`config.mk`:
```
export PLATFORM = sky130hd
export DESIGN_NAME = sram_port_arbiter
export DESIGN_NICKNAME = d
export VERILOG_FILES = /design/src/rtl/sram_port_arbiter.sv
export SDC_FILE = /design/constraint.sdc
export NUM_CORES = 1
export LEC_CHECK = 0
export CAP_MARGIN = 30
export CORE_MARGIN = 3
export CORE_UTILIZATION = 35
export CTS_CLUSTER_SIZE = 12
export DETAILED_ROUTE_END_ITERATION = 6
export PLACE_DENSITY = 0.88
export SYNTH_ARGS = -nofsm -noshare
export SYNTH_HDL_FRONTEND = slang
export SYNTH_SLANG_ARGS = --single-unit
```
`constraint.sdc`:
```
create_clock -name clk -period 3.25 [get_ports clk]
set_clock_uncertainty 0.2 [all_clocks]
set_input_delay 0.65 -clock clk [delete_from_list [all_inputs] [get_ports clk]]
set_output_delay 0.65 -clock clk [all_outputs]
set_load 0.02 [all_outputs]
```
`src/rtl/sram_port_arbiter.sv`:
```
// Single-port SRAM arbiter between the AXI slave read and write engines: locked bursts,
// round-robin at burst boundaries. Define SRAM_ARB_WRITE_PRIORITY_EN to let write win every tie.
module sram_port_arbiter #(
  parameter int ADDR_W = 14,
  parameter int DATA_W = 32,
  parameter int STRB_W = DATA_W / 8
) (
  input  logic              clk,
  input  logic              rst,
  input  logic              rd_req,
  input  logic [ADDR_W-1:0] rd_addr,
  input  logic              rd_last,
  output logic              rd_gnt,
  output logic              rd_rvalid,
  output logic [DATA_W-1:0] rd_rdata,
  input  logic              wr_req,
  input  logic [ADDR_W-1:0] wr_addr,
  input  logic [DATA_W-1:0] wr_data,
  input  logic [STRB_W-1:0] wr_strb,
  input  logic              wr_last,
  output logic              wr_gnt,
  output logic [ADDR_W-1:0] sram_a,
  output logic [DATA_W-1:0] sram_di,
  output logic [STRB_W-1:0] sram_web,
  output logic              sram_cs,
  output logic              sram_oe,
  input  logic [DATA_W-1:0] sram_do
);

  typedef enum logic [1:0] {
    IDLE    = 2'd0,
    RD_LOCK = 2'd1,
    WR_LOCK = 2'd2
  } state_t;

  state_t            state_q, state_d;
  logic              rd_gnt_s, wr_gnt_s;
  logic              rd_acc_s, wr_acc_s;
  logic              tie_to_rd_s;
  logic              rd_rvalid_q;
  logic [ADDR_W-1:0] sram_a_q, sram_a_d;
  logic [DATA_W-1:0] sram_di_q, sram_di_d;

`ifdef SRAM_ARB_WRITE_PRIORITY_EN
  assign tie_to_rd_s = 1'b0;
`else
  // prio_last_q = 1 means the last burst started was a write.
  logic prio_last_q, prio_last_d;

  assign tie_to_rd_s = prio_last_q;

  // Remember which side started the most recent burst.
  always_comb begin
    prio_last_d = prio_last_q;
    if ((state_q == IDLE) && rd_acc_s) begin
      prio_last_d = 1'b0;
    end else if ((state_q == IDLE) && wr_acc_s) begin
      prio_last_d = 1'b1;
    end else begin
      prio_last_d = prio_last_q;
    end
  end

  // Round-robin pointer register; after reset the first tie goes to read.
  always_ff @(posedge clk or posedge rst) begin
    if (rst) begin
      prio_last_q <= 1'b1;
    end else begin
      prio_last_q <= prio_last_d;
    end
  end
`endif

  assign rd_acc_s = rd_gnt_s & rd_req;
  assign wr_acc_s = wr_gnt_s & wr_req;

  // Grant selection and burst-lock next state; reset forces grants low in the same cycle.
  always_comb begin
    rd_gnt_s = 1'b0;
    wr_gnt_s = 1'b0;
    state_d  = state_q;
    if (rst) begin
      state_d = IDLE;
    end else begin
      case (state_q)
        IDLE: begin
          if (rd_req && wr_req) begin
            rd_gnt_s = tie_to_rd_s;
            wr_gnt_s = ~tie_to_rd_s;
          end else begin
            rd_gnt_s = rd_req;
            wr_gnt_s = wr_req;
          end
        end
        RD_LOCK: rd_gnt_s = rd_req;
        WR_LOCK: wr_gnt_s = wr_req;
        default: state_d = IDLE;
      endcase

      case (state_q)
        IDLE: begin
          if (rd_gnt_s && rd_req && !rd_last) begin
            state_d = RD_LOCK;
          end else if (wr_gnt_s && wr_req && !wr_last) begin
            state_d = WR_LOCK;
          end else begin
            state_d = IDLE;
          end
        end
        RD_LOCK: begin
          if (rd_gnt_s && rd_req && rd_last) begin
            state_d = IDLE;
          end else begin
            state_d = RD_LOCK;
          end
        end
        WR_LOCK: begin
          if (wr_gnt_s && wr_req && wr_last) begin
            state_d = IDLE;
          end else begin
            state_d = WR_LOCK;
          end
        end
        default: state_d = IDLE;
      endcase
    end
  end

  // SRAM pin drive; address and write data hold their last driven value when idle.
  always_comb begin
    sram_cs   = rd_acc_s | wr_acc_s;
    sram_a_d  = sram_a_q;
    sram_di_d = sram_di_q;
    sram_web  = {STRB_W{1'b1}};
    if (rd_acc_s) begin
      sram_a_d = rd_addr;
    end else if (wr_acc_s) begin
      sram_a_d  = wr_addr;
      sram_di_d = wr_data;
      sram_web  = ~wr_strb;
    end else begin
      sram_a_d = sram_a_q;
    end
  end

  // State, pin-hold and read-valid registers.
  always_ff @(posedge clk or posedge rst) begin
    if (rst) begin
      state_q     <= IDLE;
      sram_a_q    <= {ADDR_W{1'b0}};
      sram_di_q   <= {DATA_W{1'b0}};
      rd_rvalid_q <= 1'b0;
    end else begin
      state_q     <= state_d;
      sram_a_q    <= sram_a_d;
      sram_di_q   <= sram_di_d;
      rd_rvalid_q <= rd_acc_s;
    end
  end

  assign rd_gnt    = rd_gnt_s;
  assign wr_gnt    = wr_gnt_s;
  assign sram_a    = sram_a_d;
  assign sram_di   = sram_di_d;
  assign rd_rvalid = rd_rvalid_q;
  assign sram_oe   = rd_rvalid_q;
  assign rd_rdata  = rd_rvalid_q ? sram_do : {DATA_W{1'b0}};

endmodule

```
== After elaboration in Yosys (flattened, before gate mapping) ==
Cells that the tools add are included.

* Muxes and demuxes: 23
* Reduce and logical (&&, ||, !) cells: 13
* Bitwise operators: 5
* Equality and inequality tests: 2

{| class="wikitable"
|+ Operator list
! kind !! number
|-
| $mux W32 || 3
|-
| $mux W14 || 2
|-
| $logic_and A1 B1 Y1 || 9
|-
| $mux W1 || 9
|-
| $mux W2 || 4
|-
| $mux W4 || 2
|-
| $pmux W2 S3 || 1
|-
| $not A4 Y4 || 1
|-
| $pmux W1 S2 || 2
|-
| $and A1 B1 Y1 || 2
|-
| $eq A2 B1 Y1 const B || 1
|-
| $eq A2 B2 Y1 const B || 1
|-
| $logic_not A1 Y1 || 2
|-
| $logic_not A2 Y1 || 1
|-
| $reduce_bool A2 Y1 || 1
|-
| $not A1 Y1 || 1
|-
| $or A1 B1 Y1 || 1
|}

* Input port bits: 102
* Logic and storage cells: 48
* Flip-flop bits (word level): 50
* Output and inout port bits: 87

== Longest topological paths before layout ==
Gate-level depths: netlist (run 1).

* Word-level depth: 10
* Depth in mapped cells: 5

== Least setup slack after synthesis (run 1) ==
No wires, ideal clock.

* Path kind: input port to output port
* Start point: in rst
* End point: out sram_a[10]
* Cell stages on the path: 5
* Setup slack: 0.650 ns
* Arrival time: 1.750 ns
* Required time: 2.400 ns
* Buffers on the path: 1
* Cell sequence: nor2_1 > nand3_2 > inv_2 > buf_2 > a221o_1

* Longest elaborated chain between the ends: 4
* Elaborated cells on any way between the ends: 6
* Those cells by class: 4 x mux; 2 x bitwise

{| class="wikitable"
|+ Ends and longest elaborated chain
! item !! RTL line !! source
|-
| start, declared || 9 || <nowiki>input logic rst,</nowiki>
|-
| $mux W1 || 82 || <nowiki>if (rst) begin</nowiki>
|-
| net wr_gnt || 21 || <nowiki>output logic wr_gnt,</nowiki>
|-
| $and A1 B1 Y1 || 75 || <nowiki>assign wr_acc_s = wr_gnt_s & wr_req;</nowiki>
|-
| $mux W14 || 137 || <nowiki>end else if (wr_acc_s) begin</nowiki>
|-
| $mux W14 || 135 || <nowiki>if (rd_acc_s) begin</nowiki>
|-
| end, declared || 22 || <nowiki>output logic [ADDR_W-1:0] sram_a,</nowiki>
|}

The timed path passes the listed nets, and every way through them passes these cells.

== Final worst setup path (run 1) ==
* Start point: in wr_req
* End point: out sram_di[12]

* Longest elaborated chain between the ends: 8
* Elaborated cells on any way between the ends: 13
* Those cells by class: 10 x mux; 2 x bitwise; 1 x reduce/logical

{| class="wikitable"
|+ Ends and longest elaborated chain
! item !! RTL line !! source
|-
| start, declared || 16 || <nowiki>input logic wr_req,</nowiki>
|-
| $logic_and A1 B1 Y1 || 87 || <nowiki>if (rd_req && wr_req) begin</nowiki>
|-
| $mux W1 || 87 ||
|-
| $pmux W1 S2 || 85 || <nowiki>case (state_q)</nowiki>
|-
| $mux W1 (2 in a row) || 82 ||
|-
| $and A1 B1 Y1 || 75 ||
|-
| $mux W32 || 137 ||
|-
| $mux W32 * || 135 ||
|-
| end, declared || 23 || <nowiki>output logic [DATA_W-1:0] sram_di,</nowiki>
|}

Mark *: on every way between the ends. The rest lies on a longest branch, timed or not. The select of a mux whose other input is x is not followed.

==> impl_metrics.env, run 1 <==
export IMPL_holdWs_ps=290.2
export IMPL_grt_antenna_before_repair=0
export IMPL_finalWeightedCongestion=0.7556
export IMPL_insertedDiodeCount=0
export IMPL_die_x_um=86.91
export IMPL_hold_violations=0
export IMPL_leakagePower_nw=1.999
export IMPL_port_buffers=188
export IMPL_critPathMaxStageDelay_ps=470
export IMPL_setup_ws_ps=78.42
export IMPL_ys_ff_latch=50
export IMPL_cts_sink_count=50
export IMPL_cp_arrival_ps=2320
export IMPL_routedWlPerCell_um=16.94
export IMPL_outcome="complete, no violations"
export IMPL_drc=0
export IMPL_clk_pin_slew_worst_paths_ps=90
export IMPL_totalWireLength_mm=7.776
export IMPL_vias_per_cell=4.895
export IMPL_fin_crit_sh_pct=97.59
export IMPL_final_common_cell="clkdlybuf4s50_1"
export IMPL_synth_edf_count=0
export IMPL_crit_path_max_fanout=11
export IMPL_postSynthAreaPerCell_um2=12.87
export IMPL_stdcell_area_um2=4444
export IMPL_crit_type="in -> out"
export IMPL_synth_area_um2=2291
export IMPL_drive_above_1_share_pct=14.84
export IMPL_critPathLaunch="wr_req"
export IMPL_synthArstFlopShare_pct=100.0
export IMPL_start_util_pct=37.37
export IMPL_max_clock_freq_mhz=315.3
export IMPL_ctsRootBufferMaster="clkbuf_8"
export IMPL_route_antenna_remaining_nets=0
export IMPL_synth_seq_area_share_pct=54.67
export IMPL_grt_pass1_wl_mm=11.82
export IMPL_dr_pass1_iters=4
export IMPL_vdd_ir_drop_max_mv=0.3758
export IMPL_crit_slowest_cell="clkdlybuf4s50_1"
export IMPL_nets=485
export IMPL_synth_ff_type="dfrtp_1"
export IMPL_post_place_ws_ps=-335.0
export IMPL_num_vias=2247
export IMPL_crit_required_ps=2400
export IMPL_drv_slew=0
export IMPL_setup_violations=0
export IMPL_dpl_cell_area_um2=4354
export IMPL_slew_headroom_pct=52.27
export IMPL_cp_cell_sequence="clkdlybuf4s50_1, buf_4, nand3_4, clkbuf_16, mux2_1, dlygate4sd2_1"
export IMPL_die_area_um2=7552
export IMPL_num_rows=28
export IMPL_syn_nets=280
export IMPL_cts_tree="yes"
export IMPL_grt_pass1_vias=2315
export IMPL_fillCellCount=459
export IMPL_fin_setup_tns_ps=0
export IMPL_hpwl_mm=6.247
export IMPL_worst_pin_slew_ps=715.9
export IMPL_grt_overflow=0
export IMPL_crit_path_end_kind="output pin"
export IMPL_synth_warning_count=0
export IMPL_r2r_start="state_q[0]"
export IMPL_synth_distinct_cells=25
export IMPL_max_cap_viol_count=0
export IMPL_cts_htree_levels=2
export IMPL_hold_class="reg -> reg"
export IMPL_grt_max_degree=35
export IMPL_utilization_pct=72.49
export IMPL_holdCritStartpoint="sram_di_q[6]"
export IMPL_drt_iter0_markers=81
export IMPL_cts_buffers_inserted=5
export IMPL_worstSkewPairLatency_ps=290
export IMPL_core_um2=6131
export IMPL_syn_inst=178
export IMPL_power_density_nw_per_um2=526.6
export IMPL_mostFrequentLayoutCells="clkdlybuf4s50_1 (137), dfrtp_1 (49), and2_1 (32)"
export IMPL_fin_crit_ps=3172
export IMPL_io_pins=189
export IMPL_clockBufferDepth=2
export IMPL_cp_start_kind="input pin"
export IMPL_gr_usage_all_layers_pct=20.07
export IMPL_area_delta_synth_final_pct=93.99
export IMPL_die_h_um=86.91
-- power by group --
group	internal (mW)	switching, mW	leakage, nW	total (mW)
Combinational	0.510	0.539	1.34	1.05
Clock	0.227	0.198	0.0579	0.425
Sequential	0.799	0.0673	0.597	0.867
-- flip-flops by register name, indices dropped and copies added (netlist names) --
| signal | count |
|---|---|
| sram_di_q | 32 |
| sram_a_q | 14 |
| state_q | 2 |
| prio_last_q | 1 |
| rd_rvalid | 1 |
-- final cells by class --
cell class | count | area [µm²] | area share (%)
inverter | 3 | 16.27 | 0.3660
tap | 75 | 93.84 | 2.111
timing repair buffer | 209 | 1996 | 44.90
sequential | 50 | 1252 | 28.18
multi-input combinational | 114 | 977.2 | 21.99
clock buffer | 5 | 68.82 | 1.548
clock inverter | 3 | 40.04 | 0.9009
-- layer usage --
layer | wire, µm | up-vias | track usage [%]
met1 | 2779 | 1071 | 22.94
li1 | - | 1045 | -
met5 | 0 | - | 0
met3 | 744 | 13 | 5.866
met2 | 4120 | 118 | 36.78
met4 | 132 | 0 | 4.391
-- what timing repair did --
| action | CTS | global route |
|---|---|---|
| gates resized for setup | 97 | 12 |
| hold buffers | 0 | 0 |
| endpoints found under the setup margin | 53 | 32 |
| gates cloned | 0 | 1 |
| pin swaps | 0 | 2 |
| buffers inserted | 1 | 2 |
| hold endpoints to repair | 0 | 0 |
-- cells in the mapped netlist (3+ instances only) --
cell type / n / area [µm²]
dfrtp_1: 49 / 1226
mux2_1: 29 / 326.6
mux2_2: 3 / 33.78
and3_1: 14 / 87.58
a221o_1: 14 / 140.1
and2_1: 32 / 200.2
clkbuf_1: 4 / 15.01
nand2_1: 5 / 18.77
buf_2: 4 / 20.02
nor2_1: 4 / 15.01
-- critical path: cells and delay by family --
family                 cells  cell delay [ps]
multiplexers               1              330
AND/OR/NAND/NOR            1              160
buffers and inverters      4             1170
-- cell families (layout without fill, tap and decap cells) --
| logic type | after synthesis | in the layout | share of synthesized area [%] |
|---|---|---|---|
| buffers and inverters | 14 | 220 | 3.331 |
| AO/OA/AOI/OAI | 21 | 21 | 9.175 |
| AND/OR/NAND/NOR | 61 | 61 | 17.09 |
| flip-flops | 50 | 50 | 54.67 |
| multiplexers | 32 | 32 | 15.73 |
-- through the flow --
| stage | power [mW] | instances |
|---|---|---|
| 2_1_floorplan | 1.420 | 178 |
| 3_3_place_gp | 2.020 | 447 |
| 3_5_place_dp | 2.055 | 447 |
| 4_1_cts | 2.353 | 456 |
| 5_1_grt | 2.473 | 459 |
| 6_report | 2.340 | 459 |
-- worst paths after layout --
check | end | cells after the start | slack, ps
worst max-delay path | sram_di[12] | 6 | 80
worst min-delay path | sram_di_q[6] | 1 | 290
worst max register to register | sram_a_q[9] | 4 | 1400
worst min register to register | sram_di_q[6] | 1 | 290
max in group asynchronous | sram_di_q[31] | 4 | 1790
min in group asynchronous | sram_di_q[12] | 3 | 430
No activity file was read; power rests on OpenSTA's default activity.
==> run 2, diff against run 1 <==
CORE_UTILIZATION = 29   (was 35)
PLACE_DENSITY = 0.78   (was 0.88)
clock period = 2.85 ns   (was 3.25 ns; I/O delays follow)
==> run 2 against run 1 <==
Combinational power grew 15%. Sequential cell count did not move. Setup slack improved by 2.5 ps. Total power up 12%. Largest power group unchanged.
==> impl_metrics.env, run 2 (same netlist as run 1, synthesis figures left out) <==
export IMPL_grt_max_degree=34
export IMPL_hold_violations=0
export IMPL_vias_per_cell=4.614
export IMPL_internal_power_mw=1.664
export IMPL_drc=0
export IMPL_cts_htree_levels=2
export IMPL_cts_sink_count=50
export IMPL_path_delay_family="simple AND/OR/NAND/NOR gates"
export IMPL_slew_headroom_pct=67.80
export IMPL_die_area_um2=9002
export IMPL_r2r_start="state_q[0]"
export IMPL_clk_pin_slew_worst_paths_ps=100
export IMPL_drive_above_1_share_pct=22.37
export IMPL_holdCritStartpoint="sram_di_q[8]"
export IMPL_crit_path_max_fanout=7
export IMPL_comb_power_share_pct=45.9
export IMPL_drv_slew=0
export IMPL_clockBufferDepth=2
export IMPL_crit_slowest_cell="or3b_4"
export IMPL_die_h_um=94.88
export IMPL_top_regs="sram_di_q: 32 flops, sram_a_q: 14 flops, state_q: 2 flops"
export IMPL_final_cells=479
export IMPL_max_clock_freq_mhz=361.1
export IMPL_hold_end="sram_di_q[8]"
export IMPL_crit_path_end_kind="output pin"
export IMPL_rr_worst_depth=4
export IMPL_num_rows=31
export IMPL_top_register="sram_di_q"
export IMPL_mostFrequentLayoutCells="clkdlybuf4s50_1 (132), dfrtp_1 (49), and2_1 (32)"
export IMPL_holdPathStages=1
export IMPL_holdWs_ps=295.5
export IMPL_hold_class="reg -> reg"
export IMPL_p_clk_share_pct=16.8
export IMPL_nets=481
export IMPL_area_delta_synth_final_pct=91.81
export IMPL_crit_buf_inv=3
export IMPL_worst_pin_slew_ps=482.3
export IMPL_io_pins=189
export IMPL_reg2reg_to="sram_a_q[11]"
export IMPL_start_util_pct=30.76
export IMPL_fin_crit_ps=2769
export IMPL_num_vias=2210
export IMPL_core_um2=7447
export IMPL_grt_pass1_wl_mm=11.83
export IMPL_cp_start_kind="input pin"
export IMPL_r2r_slack_ps=1000
export IMPL_route_antenna_remaining_nets=0
export IMPL_p_sw_share_pct=36.67
export IMPL_grt_overflow=0
export IMPL_drt_iter0_markers=47
export IMPL_setup_violations=0
export IMPL_total_switching_power_mw=0.9634
export IMPL_critPathMaxStageDelay_ps=440
export IMPL_finalWeightedCongestion=0.7495
export IMPL_max_cap_viol_count=0
export IMPL_leakagePower_nw=1.978
export IMPL_final_common_cell="clkdlybuf4s50_1"
export IMPL_routedWlPerCell_um=16.55
export IMPL_dr_pass1_iters=4
export IMPL_dp_cells=468
export IMPL_port_buffers=188
export IMPL_cts_tree="yes"
export IMPL_power_density_nw_per_um2=598.0
export IMPL_seq_power_share_pct=37.3
export IMPL_outcome="complete, no violations"
export IMPL_gr_usage_all_layers_pct=16.89
export IMPL_totalWireLength_mm=7.928
export IMPL_cts_buffers_inserted=5
export IMPL_dpl_cell_area_um2=4387
export IMPL_crit_required_ps=2080
export IMPL_insertedDiodeCount=0
export IMPL_fin_crit_sh_pct=97.16
export IMPL_ctsHoldBuffers=0
export IMPL_stdcell_area_um2=4394
export IMPL_grt_antenna_before_repair=0
export IMPL_largest_reg_flops=32
export IMPL_hpwl_mm=6.050
export IMPL_cp_cell_sequence="dlygate4sd2_1, or3b_4, buf_8, and3_1, a221o_1, buf_6"
export IMPL_die_x_um=94.88
export IMPL_vdd_ir_drop_max_mv=0.3921
export IMPL_cp_arrival_ps=2000
export IMPL_worstSkewPairLatency_ps=300
export IMPL_grt_pass1_vias=2382
export IMPL_ctsRootBufferMaster="clkbuf_8"
export IMPL_crit_type="in -> out"
export IMPL_rsz0062_at_grt="no"
[run 2: final cells by class]
cell class	instances	area (µm²)
Inverter	3	11.26
Clock buffer	5	68.82
Tap cell	99	123.9
Multi-Input combinational cell	114	983.4
Clock inverter	3	28.78
Fill cell	657	3053
Timing Repair Buffer	205	1926
Sequential cell	50	1252
[run 2: power groups by stage]
stage	sequential [mW]	combinational (mW)	clock, mW
finish	0.980	1.21	0.441
global route	0.999	1.30	0.483
CTS	0.980	1.28	0.467
detailed placement	0.992	1.34	0
global placement	0.984	1.32	0
floorplan	0.971	0.648	0
[run 2: routing by layer]
metal	vias up	part of all wire [%]	global-route usage [%]
met2	124	53	31.77
met1	1041	36	17.51
met3	8	10	6.375
li1	1037	-	-
met5	-	0	0
met4	0	1.1	4.207
[run 2: timing repair]
item | CTS | global route
buffers inserted | 0 | 1
resized for setup | 143 | 43
endpoints found under the hold margin | 0 | 0
endpoints found under the setup margin | 53 | 37
cloned | 1 | 1
[run 2: worst max-delay path by stage]
stage / from / endpoint / slack [ps] / cells past startpoint
2_1_floorplan: rst / sram_a[10] / 410 / 5
3_3_place_gp: wr_req / sram_a[2] / -560 / 6
3_5_place_dp: rd_req / sram_a[11] / -610 / 6
4_1_cts: prio_last_q / sram_di[30] / -6 / 5
5_1_grt: wr_req / sram_a[4] / 10 / 6
6_report: wr_req / sram_a[11] / 80 / 6
[run 2: stage by stage]
step / worst slack [ps] / setup TNS, ps / power, mW / utilization (%)
after floorplan: 409.8 / 0 / 1.619 / -
after global placement: -556.1 / -24800 / 2.308 / 58.90
after detailed placement: -605.4 / -26390 / 2.333 / 58.90
after CTS: -5.961 / -5.961 / 2.727 / 60.40
after global routing: 13.39 / 0 / 2.780 / 59.01
final: 80.93 / 0 / 2.628 / 59.01
[run 2: worst register-to-register path, delay by kind of cell, from the launching register on]
family	cells	cell delay [ps]
AOI/OAI and AO/OA	1	300
buffers and inverters	1	160
DFF	1	440
and+or+nand+nor	2	620
==> run 3, diff against run 2 <==
RECOVER_POWER = 50   (was not set)
==> run 3 against run 2 <==
Cell count did not move. Global-route usage stayed put. Largest power group unchanged. Total power decreased by 0.17%. Combinational power is essentially flat. Sequential share of layout area increased by 0.12 points. Die area unchanged. Setup slack got worse by 4.4 ps. Fmax down 0.16%. Clock power barely moved.
==> impl_metrics.env, run 3 (same netlist as run 1, synthesis figures left out) <==
export IMPL_grt_overflow=0
export IMPL_grt_antenna_before_repair=0
export IMPL_worstSkewPairLatency_ps=300
export IMPL_num_vias=2213
export IMPL_vdd_ir_drop_max_mv=0.3904
export IMPL_setup_violations=0
export IMPL_rsz0062_at_grt="no"
export IMPL_cp_start_kind="input pin"
export IMPL_internal_power_mw=1.660
export IMPL_post_place_ws_ps=-605.4
export IMPL_crit_path_end_kind="output pin"
export IMPL_die_h_um=94.88
export IMPL_max_clock_freq_mhz=360.6
export IMPL_crit_slowest_cell="or3b_4"
export IMPL_p_clk_share_pct=16.8
export IMPL_cp_cell_sequence="dlygate4sd2_1, or3b_4, buf_8, and3_1, a221o_1, buf_6"
export IMPL_grt_pass1_vias=2382
export IMPL_final_common_cell="clkdlybuf4s50_1"
export IMPL_critPathMaxStageDelay_ps=450
export IMPL_globalRouteMet2Util_pct=31.77
export IMPL_vias_per_cell=4.620
export IMPL_finalWeightedCongestion=0.7495
export IMPL_p_sw_share_pct=36.71
export IMPL_outcome="complete, no violations"
export IMPL_hold_class="reg -> reg"
export IMPL_largest_reg_flops=32
export IMPL_grt_pass1_wl_mm=11.83
export IMPL_max_cap_viol_count=0
export IMPL_seq_power_share_pct=37.3
export IMPL_drt_iter0_markers=43
export IMPL_top_regs="sram_di_q: 32 flops, sram_a_q: 14 flops, state_q: 2 flops"
export IMPL_ctsRootBufferMaster="clkbuf_8"
export IMPL_path_delay_family="simple AND/OR/NAND/NOR gates"
export IMPL_fin_crit_sh_pct=97.31
export IMPL_num_rows=31
export IMPL_use_met1_pct=17.51
export IMPL_fin_setup_tns_ps=0
export IMPL_start_util_pct=30.76
export IMPL_insertedDiodeCount=0
export IMPL_drv_slew=0
export IMPL_nets=481
export IMPL_cts_htree_levels=2
export IMPL_stdcell_area_um2=4375
export IMPL_cts_sink_count=50
export IMPL_cts_buffers_inserted=5
export IMPL_leakagePower_nw=1.970
export IMPL_core_um2=7447
export IMPL_io_pins=189
export IMPL_power_density_nw_per_um2=599.5
export IMPL_use_met3_pct=6.375
export IMPL_crit_buf_inv=3
export IMPL_setup_ws_ps=76.56
export IMPL_total_power_mw=2.623
export IMPL_hpwl_mm=6.050
export IMPL_dr_pass1_iters=4
export IMPL_route_antenna_remaining_nets=0
export IMPL_grt_max_degree=34
export IMPL_die_x_um=94.88
export IMPL_totalWireLength_mm=7.949
export IMPL_port_buffers=188
export IMPL_worst_pin_slew_ps=816.2
export IMPL_drc=0
export IMPL_cts_tree="yes"
export IMPL_crit_required_ps=2080
export IMPL_gr_usage_all_layers_pct=16.89
export IMPL_crit_type="in -> out"
export IMPL_cp_arrival_ps=2000
export IMPL_grt_busiest_layer="met2"
export IMPL_routedWlPerCell_um=16.59
export IMPL_comb_power_share_pct=45.9
export IMPL_total_switching_power_mw=0.9629
export IMPL_fin_crit_ps=2773
export IMPL_dp_cells=468
export IMPL_mostFrequentLayoutCells="clkdlybuf4s50_1 (132), dfrtp_1 (49), and2_1 (32)"
export IMPL_clockBufferDepth=2
export IMPL_die_area_um2=9002
export IMPL_final_cells=479
export IMPL_slew_headroom_pct=45.52
export IMPL_dpl_cell_area_um2=4387
export IMPL_clk_pin_slew_worst_paths_ps=100
export IMPL_top_register="sram_di_q"
export IMPL_hold_violations=0
export IMPL_crit_path_max_fanout=7
export IMPL_area_delta_synth_final_pct=90.99
export IMPL_drive_above_1_share_pct=21.58
-- run 3: final cells by class --
type                            count  area (µm²)
Clock buffer                        5       68.82
Clock inverter                      3       28.78
Fill cell                         659        3072
Inverter                            3       11.26
Multi-Input combinational cell    114       983.4
Sequential cell                    50        1252
Tap cell                           99       123.9
Timing Repair Buffer              205        1907
-- run 3: worst register-to-register path, delay by kind of cell (launching register included) --
| kind | cells | cell delay (ps) |
|---|---|---|
| simple gates | 2 | 620 |
| compound gates | 1 | 300 |
| flops | 1 | 440 |
| buf+inv | 1 | 160 |
-- run 3: what timing repair did --
item	4_1_cts	5_1_grt
resized for setup	143	43
gates cloned	1	1
endpoints found under the hold margin	0	0
hold buffers	0	0
pin swaps	0	0
setup endpoints to repair	53	37
buffers inserted	0	1
-- run 3: routing by layer --
metal  wire length [µm]  part of all wire, %
met2               4147                   52
met5                  0                    0
met3                817                   10
met1               2899                   36
met4                 85                  1.1
-- run 3: worst paths after layout --
path / from / to / slack, ps / cells after the start
worst max-delay path: wr_req / sram_a[11] / 80 / 6
worst min-delay path: sram_di_q[8] / sram_di_q[8] / 300 / 1
worst max register to register: state_q[0] / sram_a_q[11] / 1000 / 4
worst min register to register: sram_di_q[8] / sram_di_q[8] / 300 / 1
max in group asynchronous: rst / sram_di_q[31] / 640 / 4
min in group asynchronous: rst / sram_a_q[13] / 600 / 3
-- run 3: metrics by stage --
| step | hold WS, ps | utilization, % |
|---|---|---|
| after floorplan | 300.7 | - |
| after global placement | 270.3 | 58.90 |
| after detailed placement | 276.5 | 58.90 |
| after CTS | 295.6 | 60.40 |
| after global routing | 311.2 | 58.75 |
| final | 295.3 | 58.75 |
-- run 3: power by group through the flow --
stage,logic [mW],registers [mW],clock network [mW]
3_3_place_gp,1.32,0.984,0
2_1_floorplan,0.648,0.971,0
6_report,1.20,0.979,0.441
4_1_cts,1.28,0.980,0.467
3_5_place_dp,1.34,0.992,0
5_1_grt,1.29,0.999,0.483
